### src/rtl/cpu_types_pkg.sv
// rtl/cpu_types_pkg.sv - shared CPU types: word type and link register FSM states
package cpu_types_pkg;

    typedef logic [31:0] word_t;

    typedef enum logic [1:0] {
        IDLE   = 2'd0,
        LINKED = 2'd1,
        COMMIT = 2'd2
    } linkstate_t;

    localparam logic [15:0] FAIL_CNT_MAX = 16'hFFFF;

    // Saturating increment for the failed-SC counter
    function automatic logic [15:0] sat_inc(input logic [15:0] v);
        return (v == FAIL_CNT_MAX) ? v : v + 16'd1;
    endfunction

endpackage

### src/rtl/link_register_if.sv
// rtl/link_register_if.sv - LL/SC link register port bundle
interface link_register_if;
    import cpu_types_pkg::*;

    logic        LinkedLoad;
    logic        StoreConditional;
    logic        dmemREN;
    logic        dmemWEN;
    word_t       dmemaddr;
    logic        dhit;
    logic        snoopvalid;
    word_t       snoopaddr;
    logic        scAllow;
    logic        scDone;
    word_t       scResult;
    logic        linkValid;
    logic [29:0] linkAddr;
    logic [15:0] scFailCount;

    modport lr (
        input  LinkedLoad, StoreConditional, dmemREN, dmemWEN, dmemaddr,
        input  dhit, snoopvalid, snoopaddr,
        output scAllow, scDone, scResult, linkValid, linkAddr, scFailCount
    );

endinterface

### src/rtl/link_register_unit.sv
// rtl/link_register_unit.sv - LL/SC reservation tracker with snoop invalidation
module link_register_unit
    import cpu_types_pkg::*;
(
    input logic        CLK,
    input logic        nRST,
    link_register_if.lr lrif
);

    linkstate_t  state_q, state_d;
    logic [29:0] link_addr_q, link_addr_d;
    logic [15:0] fail_cnt_q, fail_cnt_d;

    logic sc_allow, sc_done, sc_success, sc_fail;
    logic ll_done, sc_req, word_match, snoop_match, plain_store;

    assign ll_done     = lrif.LinkedLoad & lrif.dmemREN & lrif.dhit;
    assign sc_req      = lrif.StoreConditional & lrif.dmemWEN;
    assign word_match  = (lrif.dmemaddr[31:2] == link_addr_q);
    assign snoop_match = lrif.snoopvalid & (lrif.snoopaddr[31:2] == link_addr_q);
    assign plain_store = lrif.dmemWEN & ~lrif.StoreConditional & lrif.dhit;

    // State, reservation address and failure counter registers
    always_ff @(posedge CLK or negedge nRST) begin
        if (!nRST) begin
            state_q     <= IDLE;
            link_addr_q <= 30'd0;
            fail_cnt_q  <= 16'd0;
        end else begin
            state_q     <= state_d;
            link_addr_q <= link_addr_d;
            fail_cnt_q  <= fail_cnt_d;
        end
    end

    // Next-state logic and SC resolution; an LL completion takes priority over a snoop
    always_comb begin
        state_d     = state_q;
        link_addr_d = link_addr_q;
        sc_allow    = 1'b0;
        sc_done     = 1'b0;
        sc_success  = 1'b0;
        sc_fail     = 1'b0;
        case (state_q)
            IDLE: begin
                if (ll_done) begin
                    state_d     = LINKED;
                    link_addr_d = lrif.dmemaddr[31:2];
                end else if (sc_req) begin
                    sc_done = 1'b1;
                    sc_fail = 1'b1;
                end
            end
            LINKED: begin
                if (ll_done) begin
                    link_addr_d = lrif.dmemaddr[31:2];
                end else if (sc_req) begin
                    if (word_match && !snoop_match) begin
                        sc_allow = 1'b1;
                        if (lrif.dhit) begin
                            sc_done    = 1'b1;
                            sc_success = 1'b1;
                            state_d    = IDLE;
                        end else begin
                            state_d = COMMIT;
                        end
                    end else begin
                        sc_done = 1'b1;
                        sc_fail = 1'b1;
                        state_d = IDLE;
                    end
                end else if (plain_store && word_match) begin
                    state_d = IDLE;
                end else if (snoop_match) begin
                    state_d = IDLE;
                end
            end
            COMMIT: begin
                // The write has already been issued; a dhit means it landed even if a snoop arrives alongside
                if (lrif.StoreConditional) begin
                    if (lrif.dhit) begin
                        sc_allow   = 1'b1;
                        sc_done    = 1'b1;
                        sc_success = 1'b1;
                        state_d    = IDLE;
                    end else if (snoop_match) begin
                        sc_done = 1'b1;
                        sc_fail = 1'b1;
                        state_d = IDLE;
                    end else begin
                        sc_allow = 1'b1;
                    end
                end
            end
            default: state_d = IDLE;
        endcase
        fail_cnt_d = sc_fail ? sat_inc(fail_cnt_q) : fail_cnt_q;
    end

    // Outputs are forced low while reset is held, even if the pipeline still presents an SC
    assign lrif.scAllow     = sc_allow & nRST;
    assign lrif.scDone      = sc_done & nRST;
    assign lrif.scResult    = {31'd0, sc_success & nRST};
    assign lrif.linkValid   = (state_q != IDLE);
    assign lrif.linkAddr    = link_addr_q;
    assign lrif.scFailCount = fail_cnt_q;

endmodule

### src/flat_wrapper.sv
// flat-port wrapper written by rule: the top's interface ports become plain ports
module link_register_unit_flat import cpu_types_pkg::*;
  (CLK, nRST, lrif_LinkedLoad, lrif_StoreConditional, lrif_dmemREN, lrif_dmemWEN, lrif_dmemaddr, lrif_dhit, lrif_snoopvalid, lrif_snoopaddr, lrif_scAllow, lrif_scDone, lrif_scResult, lrif_linkValid, lrif_linkAddr, lrif_scFailCount);
  link_register_if lrif_i ();
  input logic CLK;
  input logic nRST;
  input wire logic [$bits(lrif_i.LinkedLoad)-1:0] lrif_LinkedLoad;
  input wire logic [$bits(lrif_i.StoreConditional)-1:0] lrif_StoreConditional;
  input wire logic [$bits(lrif_i.dmemREN)-1:0] lrif_dmemREN;
  input wire logic [$bits(lrif_i.dmemWEN)-1:0] lrif_dmemWEN;
  input wire logic [$bits(lrif_i.dmemaddr)-1:0] lrif_dmemaddr;
  input wire logic [$bits(lrif_i.dhit)-1:0] lrif_dhit;
  input wire logic [$bits(lrif_i.snoopvalid)-1:0] lrif_snoopvalid;
  input wire logic [$bits(lrif_i.snoopaddr)-1:0] lrif_snoopaddr;
  output wire logic [$bits(lrif_i.scAllow)-1:0] lrif_scAllow;
  output wire logic [$bits(lrif_i.scDone)-1:0] lrif_scDone;
  output wire logic [$bits(lrif_i.scResult)-1:0] lrif_scResult;
  output wire logic [$bits(lrif_i.linkValid)-1:0] lrif_linkValid;
  output wire logic [$bits(lrif_i.linkAddr)-1:0] lrif_linkAddr;
  output wire logic [$bits(lrif_i.scFailCount)-1:0] lrif_scFailCount;
  assign lrif_i.LinkedLoad = lrif_LinkedLoad;
  assign lrif_i.StoreConditional = lrif_StoreConditional;
  assign lrif_i.dmemREN = lrif_dmemREN;
  assign lrif_i.dmemWEN = lrif_dmemWEN;
  assign lrif_i.dmemaddr = lrif_dmemaddr;
  assign lrif_i.dhit = lrif_dhit;
  assign lrif_i.snoopvalid = lrif_snoopvalid;
  assign lrif_i.snoopaddr = lrif_snoopaddr;
  assign lrif_scAllow = lrif_i.scAllow;
  assign lrif_scDone = lrif_i.scDone;
  assign lrif_scResult = lrif_i.scResult;
  assign lrif_linkValid = lrif_i.linkValid;
  assign lrif_linkAddr = lrif_i.linkAddr;
  assign lrif_scFailCount = lrif_i.scFailCount;
  link_register_unit u_core (.CLK(CLK), .nRST(nRST), .lrif(lrif_i));
endmodule
### config.mk
export PLATFORM = sky130hd
export DESIGN_NAME = link_register_unit_flat
export DESIGN_NICKNAME = d
export VERILOG_FILES = /design/src/rtl/cpu_types_pkg.sv /design/src/rtl/link_register_if.sv /design/src/rtl/link_register_unit.sv /design/src/flat_wrapper.sv
export SDC_FILE = /design/constraint.sdc
export NUM_CORES = 1
export LEC_CHECK = 0
export CELL_PAD_IN_SITES_DETAIL_PLACEMENT = 1
export CELL_PAD_IN_SITES_GLOBAL_PLACEMENT = 1
export CORE_UTILIZATION = 25
export DETAILED_ROUTE_END_ITERATION = 7
export HOLD_SLACK_MARGIN = 0.03
export PLACE_DENSITY = 0.8
export SYNTH_ARGS = -nofsm -noshare
export SYNTH_HDL_FRONTEND = slang
export SYNTH_SLANG_ARGS = --single-unit
### constraint.sdc
create_clock -name CLK -period 4.8 [get_ports CLK]
set_input_delay 0.96 -clock CLK [delete_from_list [all_inputs] [get_ports CLK]]
set_output_delay 0.96 -clock CLK [all_outputs]
set_load 0.01 [all_outputs]
==> reports/results.ini <==
[power_and_ir_drop]
combPwrFrac = 0.457
pwr-share-clk = 0.177
p_leak_uw = 0.00183
power_density_mw_per_mm2 = 445
seq_power_share = 0.366
power.switching_uw = 726
vdd_drop_max_uv = 179
internal_power_uw = 1300
sw_frac_of_total = 0.358

[route]
wire_per_inst_microns = 15.3
vias_per_cell = 4.36
drt_iter0_drc = 72
wl_mm = 9.00
top_layer = met4
ant_nets = 0
dr_wl_met2_mm = 4.29
num_vias = 2557
drc = 0
wl_met3_microns = 499
drt-pass1-iter-count = 4
m1WireLength_mm = 4.00

[critical_path]
worstPathArrival_ns = 3.53
path_buf_inv = 2
cp_common_cell = clkdlybuf4s50_1
end_kind = output pin
r2r-start = u_core.lrif.linkAddr[14]
required_ns = 3.84
r2r_slack_ns = 2.04
critPathSlowestCell = clkdlybuf4s50_1
startpoint = lrif_snoopaddr[16]
r2r_end = u_core.lrif.scFailCount[1]
slowest_delay_ns = 0.58
cp_max_fo = 2
path_class = input pin to output pin
cp-start-kind = input pin
ff2ff_path_depth = 8
path_cells = clkdlybuf4s50_1 -> xnor2_1 -> nand4_1 -> a2111oi_2 -> nand4_2 -> a32o_1 -> a21oi_1 -> clkdlybuf4s50_1
path_delay_family = compound AO/OA/AOI/OAI gates

[cells_and_area]
fillCellCount = 1420
area_delta_synth_final_pct = 45.3
post-route-util = 0.376
final_net_count = 495
drive_gt1_frac = 0.119
final_area_sq_mm = 0.00455
n_antenna_cell = 0

[hold_path]
hold_class = input pin to asynchronous set/reset pin

[sta]
max_freq_mhz = 223
slew_viol_final = 0
relSlewSlack = 0.598
rsz0062_at_grt = false
period_share = 0.936
finalClockSkew_ns = 0.00593
max_slew.worst_pin.slew_ns = 0.603
finalHoldViolations = 0
layout_min_cycle_time_ns = 4.49
setup_viol = 0
whs_ns = 0.479
finalSetupTns_ns = 0

[synth]
yosysSeqAreaShare = 0.383
ys_ff_latch = 48
yosysWarnings = 0
synth_cell_type_count = 41
avgSynthCellArea_sq_um = 10.6
synth.cell_area_sq_mm = 0.00313
netlist_instances = 296

[place]
hpwl_mm = 7.19
io_buffers = 117
placed_area_sq_mm = 0.00440
gp_congestion = 0.785

[clock_tree]
cts_tree = built
cts_htree_levels = 2
cts_post_setup_buffers_inserted = 0
path_clk_slew_ns = 0.06
numCtsBuffers = 5
clock-sinks = 48
clock_latency_ns = 0.29
clockBufferDepth = 2
hold_buffers = 0
root_buffer = clkbuf_16

[die]
start_util = 0.259
die_h_microns = 114
coreArea_sq_mm = 0.0121
die_area_sq_mm = 0.0130
dieWidth_microns = 114
pin_count = 153
fp-row-count = 40

[global_route]
grtUsageTotal = 0.141
grt_pass1_wl_mm = 14.1
antenna_found_initial = 0
grt_max_degree = 47
grt_overflow = 0
grt_pass1_vias = 2725

[flow_run]
cap_violations = 0

[outcome]
outcome = finished clean

metal layers:
layer	vias to the layer above	GRT usage
li1	1221	-
met1	1234	0.178
met2	88	0.234
met3	14	0.0308
met4	0	0.0571
met5	-	0
cell usage in the layout, fill, tap and decap left out, drive strengths merged, types with 2 or more instances in the layout:
| cell | count |
|---|---|
| nand3 | 17 |
| a21oi | 5 |
| conb | 31 |
| buf | 5 |
| ha | 5 |
| a31oi | 2 |
| nor2 | 2 |
| clkdlybuf4s50 | 116 |
| inv | 6 |
| dfrtp | 48 |
| nand2 | 10 |
| nand3b | 2 |
| nand2b | 3 |
| mux2 | 32 |
| nor2b | 2 |
| nor4 | 11 |
| nor3 | 3 |
| xnor2 | 36 |
| and3 | 7 |
| clkbuf | 7 |
| and2 | 3 |
| nand4 | 11 |
| xor2 | 36 |
| nand4b | 2 |
| o21ai | 5 |
state kept, by name, indices dropped and copies added, names as in the netlist:
signal	cells
u_core.lrif.scFailCount	16
u_core.lrif.linkAddr	30
u_core.state_q	2
stage by stage:
step	setup WS, ns	instances	total power, uW
global placement	0.230	579	1650
CTS	0.211	587	2060
detailed placement	0.234	579	1680
global route	0.114	587	2160
floorplan	1.51	326	1210
finish	0.307	587	2030
what timing repair did:
| item | 4_1_cts | 5_1_grt |
|---|---|---|
| gates resized for setup | 0 | 1 |
| hold endpoints to repair | 0 | 0 |
| setup endpoints to repair | 0 | 2 |
Yosys cell counts:
| master | instances | area (sq um) |
|---|---|---|
| dfrtp_1 | 48 | 1200 |
| xnor2_1 | 36 | 315 |
| xor2_1 | 36 | 315 |
| buf_4 | 31 | 233 |
| mux2_2 | 30 | 338 |
| nand3_1 | 17 | 85.1 |
| nor4_1 | 11 | 68.8 |
| nand2_1 | 10 | 37.5 |
| nand4_1 | 10 | 62.6 |
| and3_1 | 7 | 43.8 |
| inv_1 | 6 | 22.5 |
| a21oi_1 | 5 | 25.0 |
| ha_1 | 5 | 62.6 |
| o21ai_0 | 5 | 25.0 |
| and2_1 | 3 | 18.8 |
| buf_1 | 3 | 11.3 |
| nand2b_1 | 3 | 18.8 |
| nor3_1 | 3 | 15.0 |
| nand3b_1 | 2 | 15.0 |
| nand4b_1 | 2 | 17.5 |
| nor2_1 | 2 | 7.51 |
| nor2b_1 | 2 | 12.5 |
| a2111oi_2 | 1 | 15.0 |
| a31o_2 | 1 | 8.76 |
| a31oi_1 | 1 | 6.26 |
| a31oi_4 | 1 | 21.3 |
| a32o_1 | 1 | 10.0 |
| a32oi_1 | 1 | 8.76 |
| a41oi_1 | 1 | 8.76 |
| buf_6 | 1 | 11.3 |
| clkbuf_1 | 1 | 3.75 |
| conb_1 | 1 | 3.75 |
| mux2_1 | 1 | 11.3 |
| mux2_4 | 1 | 15.0 |
| mux2i_1 | 1 | 10.0 |
| nand4_2 | 1 | 12.5 |
| o21a_1 | 1 | 7.51 |
| o21bai_1 | 1 | 7.51 |
| o31ai_1 | 1 | 7.51 |
| or2_2 | 1 | 6.26 |
| or3_1 | 1 | 6.26 |
logic make-up after synthesis:
family	count (synthesis)	synth area share
AND/OR/NAND/NOR	75	0.137
XOR/XNOR	72	0.201
flip-flops	48	0.383
buffers and inverters	42	0.0899
multiplexers	33	0.119
AO/OA/AOI/OAI	20	0.0483
adder cells (fa/ha/maj)	5	0.0200
other	1	0.00120
power groups by stage:
stage	clock network, uW	logic, uW	registers [uW]
after global routing	384	1000	769
after global placement	0	913	738
after detailed placement	0	934	749
final	359	927	741
after CTS	369	942	744
after floorplan	0	434	772
final cells by class:
class	count	area, sq um	area share
clock buffer	7	143	0.0313
clock inverter	1	7.51	0.00165
timing repair buffer	121	1200	0.263
tap	168	210	0.0462
multi-input combinational	236	1770	0.389
sequential	48	1200	0.264
inverter	6	22.5	0.00495
worst max-delay path by stage:
stage / end / cells past startpoint / slack, ns
after global routing: lrif_scAllow / 9 / 0.11
after global placement: lrif_scDone / 8 / 0.23
after floorplan: lrif_scDone / 6 / 1.51
after detailed placement: lrif_scDone / 8 / 0.23
after CTS: lrif_scDone / 8 / 0.21
final: lrif_scDone / 8 / 0.31
No activity file was read; power rests on OpenSTA's default activity.
